### src/rtl/div_sequencer.sv
`default_nettype none
// ============================================================================
// Module      : div_sequencer
// Description : Multi-cycle radix-2 restoring divider for DIV/DIVU/REM/REMU,
//               with pipeline stall, flush and divide-by-zero/overflow fast path.
// Revision    : 1.0
// ============================================================================
module div_sequencer #(
    parameter int XLEN  = 32,
    parameter int CNT_W = 6
) (
    input  logic            clk,
    input  logic            rst,
    input  logic            start,
    input  logic [2:0]      func3,
    input  logic [XLEN-1:0] src1,
    input  logic [XLEN-1:0] src2,
    input  logic            flush,
    output logic            busy,
    output logic            stall,
    output logic            done,
    output logic [XLEN-1:0] result
);

    localparam logic [1:0] S_IDLE = 2'd0;
    localparam logic [1:0] S_CALC = 2'd1;
    localparam logic [1:0] S_FIX  = 2'd2;
    localparam logic [1:0] S_DONE = 2'd3;

    localparam logic [CNT_W-1:0] c_last_step = CNT_W'(XLEN - 1);
    localparam logic [XLEN-1:0]  c_int_min   = {1'b1, {(XLEN-1){1'b0}}};
    localparam logic [XLEN-1:0]  c_all_ones  = {XLEN{1'b1}};

    logic [1:0]       r_state;
    logic [1:0]       w_next;
    logic             r_rem_sel;
    logic             r_neg_q;
    logic             r_neg_r;
    logic [XLEN-1:0]  r_dvd;
    logic [XLEN-1:0]  r_dsr;
    logic [XLEN:0]    r_rem;
    logic [CNT_W-1:0] r_count;
    logic [XLEN-1:0]  r_result;

    logic             w_accept;
    logic             w_sign_op;
    logic             w_div0;
    logic             w_ovf;
    logic             w_fast;
    logic [XLEN-1:0]  w_fast_res;
    logic [XLEN-1:0]  w_a_mag;
    logic [XLEN-1:0]  w_b_mag;
    logic [XLEN:0]    w_rem_sh;
    logic             w_ge;
    logic [XLEN-1:0]  w_q_fix;
    logic [XLEN-1:0]  w_r_fix;
    logic             w_unused;

    assign w_unused  = func3[2];
    assign w_accept  = (r_state == S_IDLE) && start && !flush;
    assign w_sign_op = ~func3[0];
    assign w_div0    = (src2 == '0);
    assign w_ovf     = w_sign_op && (src1 == c_int_min) && (src2 == c_all_ones);
    assign w_fast    = w_div0 || w_ovf;

    // Divide-by-zero returns the raw dividend as remainder; overflow yields INT_MIN / 0.
    always_comb begin
        w_fast_res = '0;
        if (w_div0)
            w_fast_res = func3[1] ? src1 : c_all_ones;
        else
            w_fast_res = func3[1] ? '0 : c_int_min;
    end

    // INT_MIN negates to itself, which is the correct unsigned magnitude.
    assign w_a_mag = (w_sign_op && src1[XLEN-1]) ? -src1 : src1;
    assign w_b_mag = (w_sign_op && src2[XLEN-1]) ? -src2 : src2;

    assign w_rem_sh = {r_rem[XLEN-1:0], r_dvd[XLEN-1]};
    assign w_ge     = (w_rem_sh >= {1'b0, r_dsr});
    assign w_q_fix  = r_neg_q ? -r_dvd : r_dvd;
    assign w_r_fix  = r_neg_r ? -r_rem[XLEN-1:0] : r_rem[XLEN-1:0];

    always_ff @(posedge clk) begin
        if (rst)
            r_state <= S_IDLE;
        else
            r_state <= w_next;
    end

    always_comb begin
        w_next = r_state;
        if (flush) begin
            w_next = S_IDLE;
        end else begin
            case (r_state)
                S_IDLE: if (start) w_next = w_fast ? S_DONE : S_CALC;
                S_CALC: if (r_count == c_last_step) w_next = S_FIX;
                S_FIX:  w_next = S_DONE;
                S_DONE: w_next = S_IDLE;
                default: w_next = S_IDLE;
            endcase
        end
    end

    always_comb begin
        busy  = (r_state != S_IDLE);
        done  = (r_state == S_DONE);
        stall = w_accept || (busy && !done);
    end

    always_ff @(posedge clk) begin
        if (rst) begin
            r_rem_sel <= 1'b0;
            r_neg_q   <= 1'b0;
            r_neg_r   <= 1'b0;
            r_dvd     <= '0;
            r_dsr     <= '0;
            r_rem     <= '0;
            r_count   <= '0;
            r_result  <= '0;
        end else if (w_accept) begin
            r_rem_sel <= func3[1];
            r_neg_q   <= w_sign_op && (src1[XLEN-1] ^ src2[XLEN-1]);
            r_neg_r   <= w_sign_op && src1[XLEN-1];
            r_dvd     <= w_a_mag;
            r_dsr     <= w_b_mag;
            r_rem     <= '0;
            r_count   <= '0;
            if (w_fast)
                r_result <= w_fast_res;
        end else if (r_state == S_CALC) begin
            r_rem   <= w_ge ? (w_rem_sh - {1'b0, r_dsr}) : w_rem_sh;
            r_dvd   <= {r_dvd[XLEN-2:0], w_ge};
            r_count <= r_count + CNT_W'(1);
        end else if ((r_state == S_FIX) && !flush) begin
            r_result <= r_rem_sel ? w_r_fix : w_q_fix;
        end
    end

    assign result = r_result;

endmodule
`default_nettype wire

### config.mk
export PLATFORM = sky130hd
export DESIGN_NAME = div_sequencer
export DESIGN_NICKNAME = d
export VERILOG_FILES = /design/src/rtl/div_sequencer.sv
export SDC_FILE = /design/constraint.sdc
export NUM_CORES = 1
export LEC_CHECK = 0
export ABC_AREA = 1
export BUFFER_PORTS_ARGS = -buffer_cell sky130_fd_sc_hd__buf_4
export CORE_UTILIZATION = 35
export CTS_CLUSTER_DIAMETER = 80
export CTS_CLUSTER_SIZE = 24
export DETAILED_ROUTE_END_ITERATION = 8
export PLACE_DENSITY = 0.57
export RECOVER_POWER = 100
export SETUP_SLACK_MARGIN = 0.2
export SYNTH_ARGS = -nofsm -noshare
export SYNTH_HDL_FRONTEND = slang
export SYNTH_SLANG_ARGS = --single-unit
### constraint.sdc
create_clock -name clk -period 2.85 [get_ports clk]
set_input_delay 0.1425 -clock clk [delete_from_list [all_inputs] [get_ports clk]]
set_output_delay 0.1425 -clock clk [all_outputs]
set_load 0.02 [all_outputs]
# Yosys cells after proc, flatten, opt, wreduce, memory -nomap -nowiden

Cells that the tools add are included.

Add/sub/neg operators: 6
$lt $le $gt $ge: 1
Eq/ne operators: 10
Muxes and demuxes: 19
Bitwise gates (word level): 2
Reductions and logical operators: 22

Operators with widths:

| operator                                                                 | number |
|---|---|
| 32-bit 2-to-1 mux                                                        | 15 |
| 32-bit negation                                                          | 4 |
| 32-bit equality test (second input constant)                             | 2 |
| 33-bit by 32-bit greater-or-equal comparator with 1-bit output           | 1 |
| 32-bit logical NOT                                                       | 1 |
| 32-bit subtractor                                                        | 1 |
| 1-bit logical AND                                                        | 9 |
| 2-bit one-hot mux with 4 select lines                                    | 1 |
| 6-bit by 1-bit adder with 6-bit output (second input constant)           | 1 |
| 6-bit by 5-bit equality test with 1-bit output (second input constant)   | 1 |
| 2-bit 2-to-1 mux                                                         | 3 |
| 2-bit inequality test (second input constant)                            | 3 |
| 2-bit nonzero test                                                       | 3 |
| 2-bit equality test (second input constant)                              | 2 |
| 2-bit OR reduction                                                       | 2 |
| 3-bit AND reduction                                                      | 1 |
| 2-bit by 1-bit equality test with 1-bit output (second input constant)   | 1 |
| 1-bit logical NOT                                                        | 2 |
| 2-bit logical NOT                                                        | 1 |
| 1-bit logical OR                                                         | 2 |
| 2-bit by 1-bit inequality test with 1-bit output (second input constant) | 1 |
| 2-bit AND reduction                                                      | 1 |
| 1-bit inverter                                                           | 1 |
| 1-bit bitwise XOR                                                        | 1 |

Register bits after elaboration: 139
Input port bits: 71
Output and inout port bits: 35
Logic and storage cells: 69

# Depth between registers and ports, before layout

Depth after elaboration: 7
Mapped depth: 17
Depth with buffers taken out: 16

# Least setup slack after synthesis

No wires, ideal clock.

Kind: register -> register
From: register r_dvd[31]
To: register r_rem[28]
Arrival: 1.990 ns
Required time: 2.718 ns
Slack: 0.728 ns
Stages on the path, launching flop included: 14
Path buffers: 0
Path through: dfxtp_1 -> inv_1 -> ha_1 -> fa_1 -> o21ai_0 -> nand2_1 -> nand2_1 -> nand2_1 -> nand2_1 -> nand2_1 -> nand3_1 -> nand3_1 -> nand2_1 -> a21oi_1

Longest elaborated chain between the ends: 2

RTL lines:

| what                                                                                                | line    | source |
|---|---|---|
| start: declaration                                                                                  | 39      | `logic [XLEN-1:0] r_dvd;` |
| start signal: assignment                                                                            | 126     | `r_dvd <= w_a_mag;` |
| start signal: assignment                                                                            | 134     | `r_dvd <= {r_dvd[XLEN-2:0], w_ge};` |
| 32-bit subtractor or 33-bit by 32-bit greater-or-equal comparator with 1-bit output (tied branches) | 133, 80 |  |
| 32-bit 2-to-1 mux (*)                                                                               | 133     | `r_rem <= w_ge ? (w_rem_sh - {1'b0, r_dsr}) : w_rem_sh;` |
| end signal: assignment                                                                              | 133     |  |
| end: declaration                                                                                    | 41      | `logic [XLEN:0] r_rem;` |

Every way passes the cells marked *; elsewhere a longest branch is shown, timed or not.
A chain may end at the register's enable or synchronous reset.

# Worst setup path after layout

From: register r_state[1]
To: output port stall

Longest elaborated chain between the ends: 4

RTL lines:

| what                                                     | line    | source |
|---|---|---|
| start: declaration                                       | 34      | `logic [1:0] r_state;` |
| start signal: assignment                                 | 88      | `r_state <= w_next;` |
| 2-bit equality test or 2-bit logical NOT (tied branches) | 108, 60 |  |
| 1-bit logical NOT or 1-bit logical AND (tied branches)   | 109, 60 |  |
| 1-bit logical AND (on tied branches)                     | 109, 60 |  |
| 1-bit logical OR (*)                                     | 109     | `stall = w_accept \|\| (busy && !done);` |
| end: declaration                                         | 20      | `output logic stall,` |

Marks and branches as above.

==> results.json <==
{
  "critPathKind": "reg2out",
  "post-route-cell-area_sq_um": 14700,
  "die_h_microns": 193.5,
  "cts_max_level": 4,
  "yosys_warnings": 0,
  "worst_pin_slew_ps": 830.7,
  "r2r_cells": 9,
  "grt_pass1_wl_mm": 79.17,
  "hold_class": "in2reg",
  "cts_setup_buffers": 0,
  "finalCritPeriodShare_pct": 89.90,
  "cts.sinks": 139,
  "insertion_delay_ps": 460,
  "place_area_sq_um": 14210,
  "fin_tns_setup_ps": 0,
  "io_buffers": 104,
  "antenna_left": 0,
  "antenna_cells": 0,
  "synth_cell_types": 49,
  "core_area_sq_um": 35830,
  "area_growth_pct": 14.54,
  "fp.dieW_microns": 193.5,
  "pre_cts_ws_ps": 334.4,
  "synthCells": 2282,
  "synth_seq_area_share_pct": 21.68,
  "syn_area_sq_um": 12830,
  "grt-ovfl-total": 0,
  "fillCellCount": 4051,
  "clk_path_buf_depth": 2,
  "rows": 69,
  "drt_iter0_drc": 1237,
  "grt_pass1_vias": 13896,
  "clkTransAtPathRegs_ps": 70,
  "relSlewSlack_pct": 44.56,
  "finalClockSkew_ps": 15.29,
  "arrival_ps": 2420,
  "ys_top_cells_by_area": "dfxtp_1 (22%), nand2_1 (19%), nand3_1 (9.1%), inv_1 (8.4%), nor2_1 (7.8%)",
  "cap_violations": 0,
  "grt.total_usage_pct": 27.28,
  "crit_path_start_kind": "register",
  "grt_max_degree": 46,
  "critical_path.max_fanout": 38,
  "cp.required_ps": 2710,
  "status": "finished clean",
  "fin_ws_ps": 287.9,
  "crit_start": "r_state[1]",
  "fin_nets": 2490,
  "synth_edf_count": 0,
  "setup_violations": 0,
  "cts-root-buf": "clkbuf_16",
  "gp_congestion": 0.9717,
  "synth_ff_type": "dfxtp_1",
  "dieArea_sq_um": 37430,
  "timing.rr.start": "r_state[1]",
  "dp_hpwl_mm": 41.58,
  "rr_endpoint": "r_neg_q",
  "hold_viol": 0,
  "antenna_found_initial": 1,
  "layout_min_cycle_time_ps": 2562,
  "start_util_pct": 35.82,
  "ios": 106,
  "yosys.area.top_type": "dfxtp_1",
  "drive_gt1_share_pct": 8.501,
  "routed_via_density": 5.280,
  "fmax_mhz": 390.3,
  "endpoint_kind": "primary output",
  "num_vias": 15043,
  "syn-num-nets": 2397,
  "async_flop_share_pct": 0,
  "rsz0062_at_grt": "false",
  "report.final.slew_viol_count": 0,
  "worstSetupEndpoint": "stall",
  "yosysTopAreaCellShare_pct": 21.68,
  "wirelength_mm": 51.43,
  "cellPowerDensity_nw_per_um2": 660.0,
  "leakage_uw": 0.007079,
  "reg2reg_slack_ps": 350,
  "cts_tree": "built",
  "ir_drop_mv": 0.5025,
  "syn-mean-instance-area_sq_um": 5.623,
  "wl_per_cell_microns": 18.05,
  "dr.pass1.iters": 6,
  "ys_ff_latch": 139,
  "numCtsBuffers": 17,
  "drcViolationCount": 0
}
-- cells by family after synthesis --
family	after synthesis	synth area share (%)
flops	139	21.68
xor+xnor	50	3.413
buf+inv	375	11.48
simple gates	1292	43.17
fa+ha+maj	44	4.349
compound gates	382	15.91
-- what timing repair did --
item                                    CTS  global route
endpoints found under the setup margin    0            37
hold endpoints to repair                  5             0
hold buffers                              2             0
gates resized for setup                   0             8
-- area by class of cell --
cell class	count	area [sq um]	area share, %
clock inverters	13	155.1	1.056
repair buffers	152	1039	7.066
clock buffers	19	432.9	2.945
multi-input cells	1768	8592	58.46
flip-flops and latches	139	2783	18.93
well taps	461	576.8	3.924
inverters	297	1120	7.619
-- metrics by stage --
| step | power [uW] | utilization, % | hold WS, ps | std cells |
|---|---|---|---|---|
| 4_1_cts | 9661 | 41.37 | 5.054 | 2849 |
| 3_5_place_dp | 7333 | 39.68 | 452.6 | 2815 |
| 6_report | 9701 | 41.02 | 12.95 | 2849 |
| 3_3_place_gp | 7318 | 39.68 | 443.6 | 2815 |
| 2_1_floorplan | 5803 | - | 307.1 | 2282 |
| 5_1_grt | 10430 | 41.02 | 24.56 | 2849 |
-- worst max-delay path: stages, from the launching register on --
cell and delay (ps):
dfxtp_1 380, inv_1 110, ha_1 200, nand2_1 130
nor2_4 50, clkbuf_2 450, or2_2 460, buf_4 160
-- report_power, final --
group | switching, uW | internal (uW) | total (uW)
Clock | 1000 | 1310 | 2320
Sequential | 146 | 2090 | 2240
Combinational | 3460 | 1690 | 5150
-- Yosys cell counts, types with 6 or more instances --
| cell | number |
|---|---|
| buf_6 | 6 |
| o21bai_1 | 13 |
| nand3_1 | 233 |
| xor2_1 | 33 |
| clkbuf_1 | 56 |
| o211ai_1 | 8 |
| nand4_1 | 34 |
| nand3b_1 | 6 |
| xnor2_1 | 17 |
| dfxtp_1 | 139 |
| o22ai_1 | 18 |
| nor2_1 | 267 |
| or2_2 | 6 |
| o21ai_0 | 155 |
| nor3_2 | 6 |
| buf_1 | 6 |
| nand2_1 | 661 |
| inv_1 | 288 |
| a21oi_2 | 7 |
| nand2_2 | 6 |
| ha_1 | 43 |
| nor3_1 | 29 |
| a31oi_1 | 7 |
| nor2_2 | 15 |
| a21oi_1 | 152 |
| o21ai_1 | 15 |
| nor4_1 | 10 |
| buf_2 | 9 |
-- per-layer routing --
metal,part of all wire (%),global-route usage [%]
met3,6.8,4.777
met1,48,38.84
met4,1.6,6.400
met5,0,0
met2,44,42.42
-- layout by cell type (no fill, tap or decap), types with 5 or more instances in the layout --
master and count:
clkbuf_1 38, nand2_2 5, a31oi_1 7, o21ai_0 158, inv_6 7, a21oi_2 5
or2_2 6, nor2_4 5, nand4_1 34, nor4_1 10, nor3_1 29, nor2_2 16
a21oi_1 154, nand2_1 661, o21bai_1 12, xor2_1 33, ha_1 43, xnor2_1 17
clkbuf_16 17, buf_4 108, dfxtp_1 139, nand3b_1 6, inv_1 289, nor2_1 265
o22ai_1 18, nand3_1 234, nor3_2 6, o211ai_1 8, o21ai_1 12
-- registers in the layout, summed over array words and instances (netlist names) --
name and flops:
r_dsr 32, r_dvd 32, r_rem 32, result 32, r_count 6, r_state 2, r_neg_q 1, r_neg_r 1
r_rem_sel 1
-- worst min path at each step --
stage,start,end,slack (ps),depth (start not counted)
finish,src2[29],r_dsr[31],10,4
global placement,r_dsr[25],r_dsr[25],440,2
global route,src2[30],r_dsr[30],20,4
floorplan,flush,r_state[1],310,3
CTS,src1[0],r_dvd[0],5,3
detailed placement,flush,r_state[1],450,4
(Power assumes the default switching activity.)
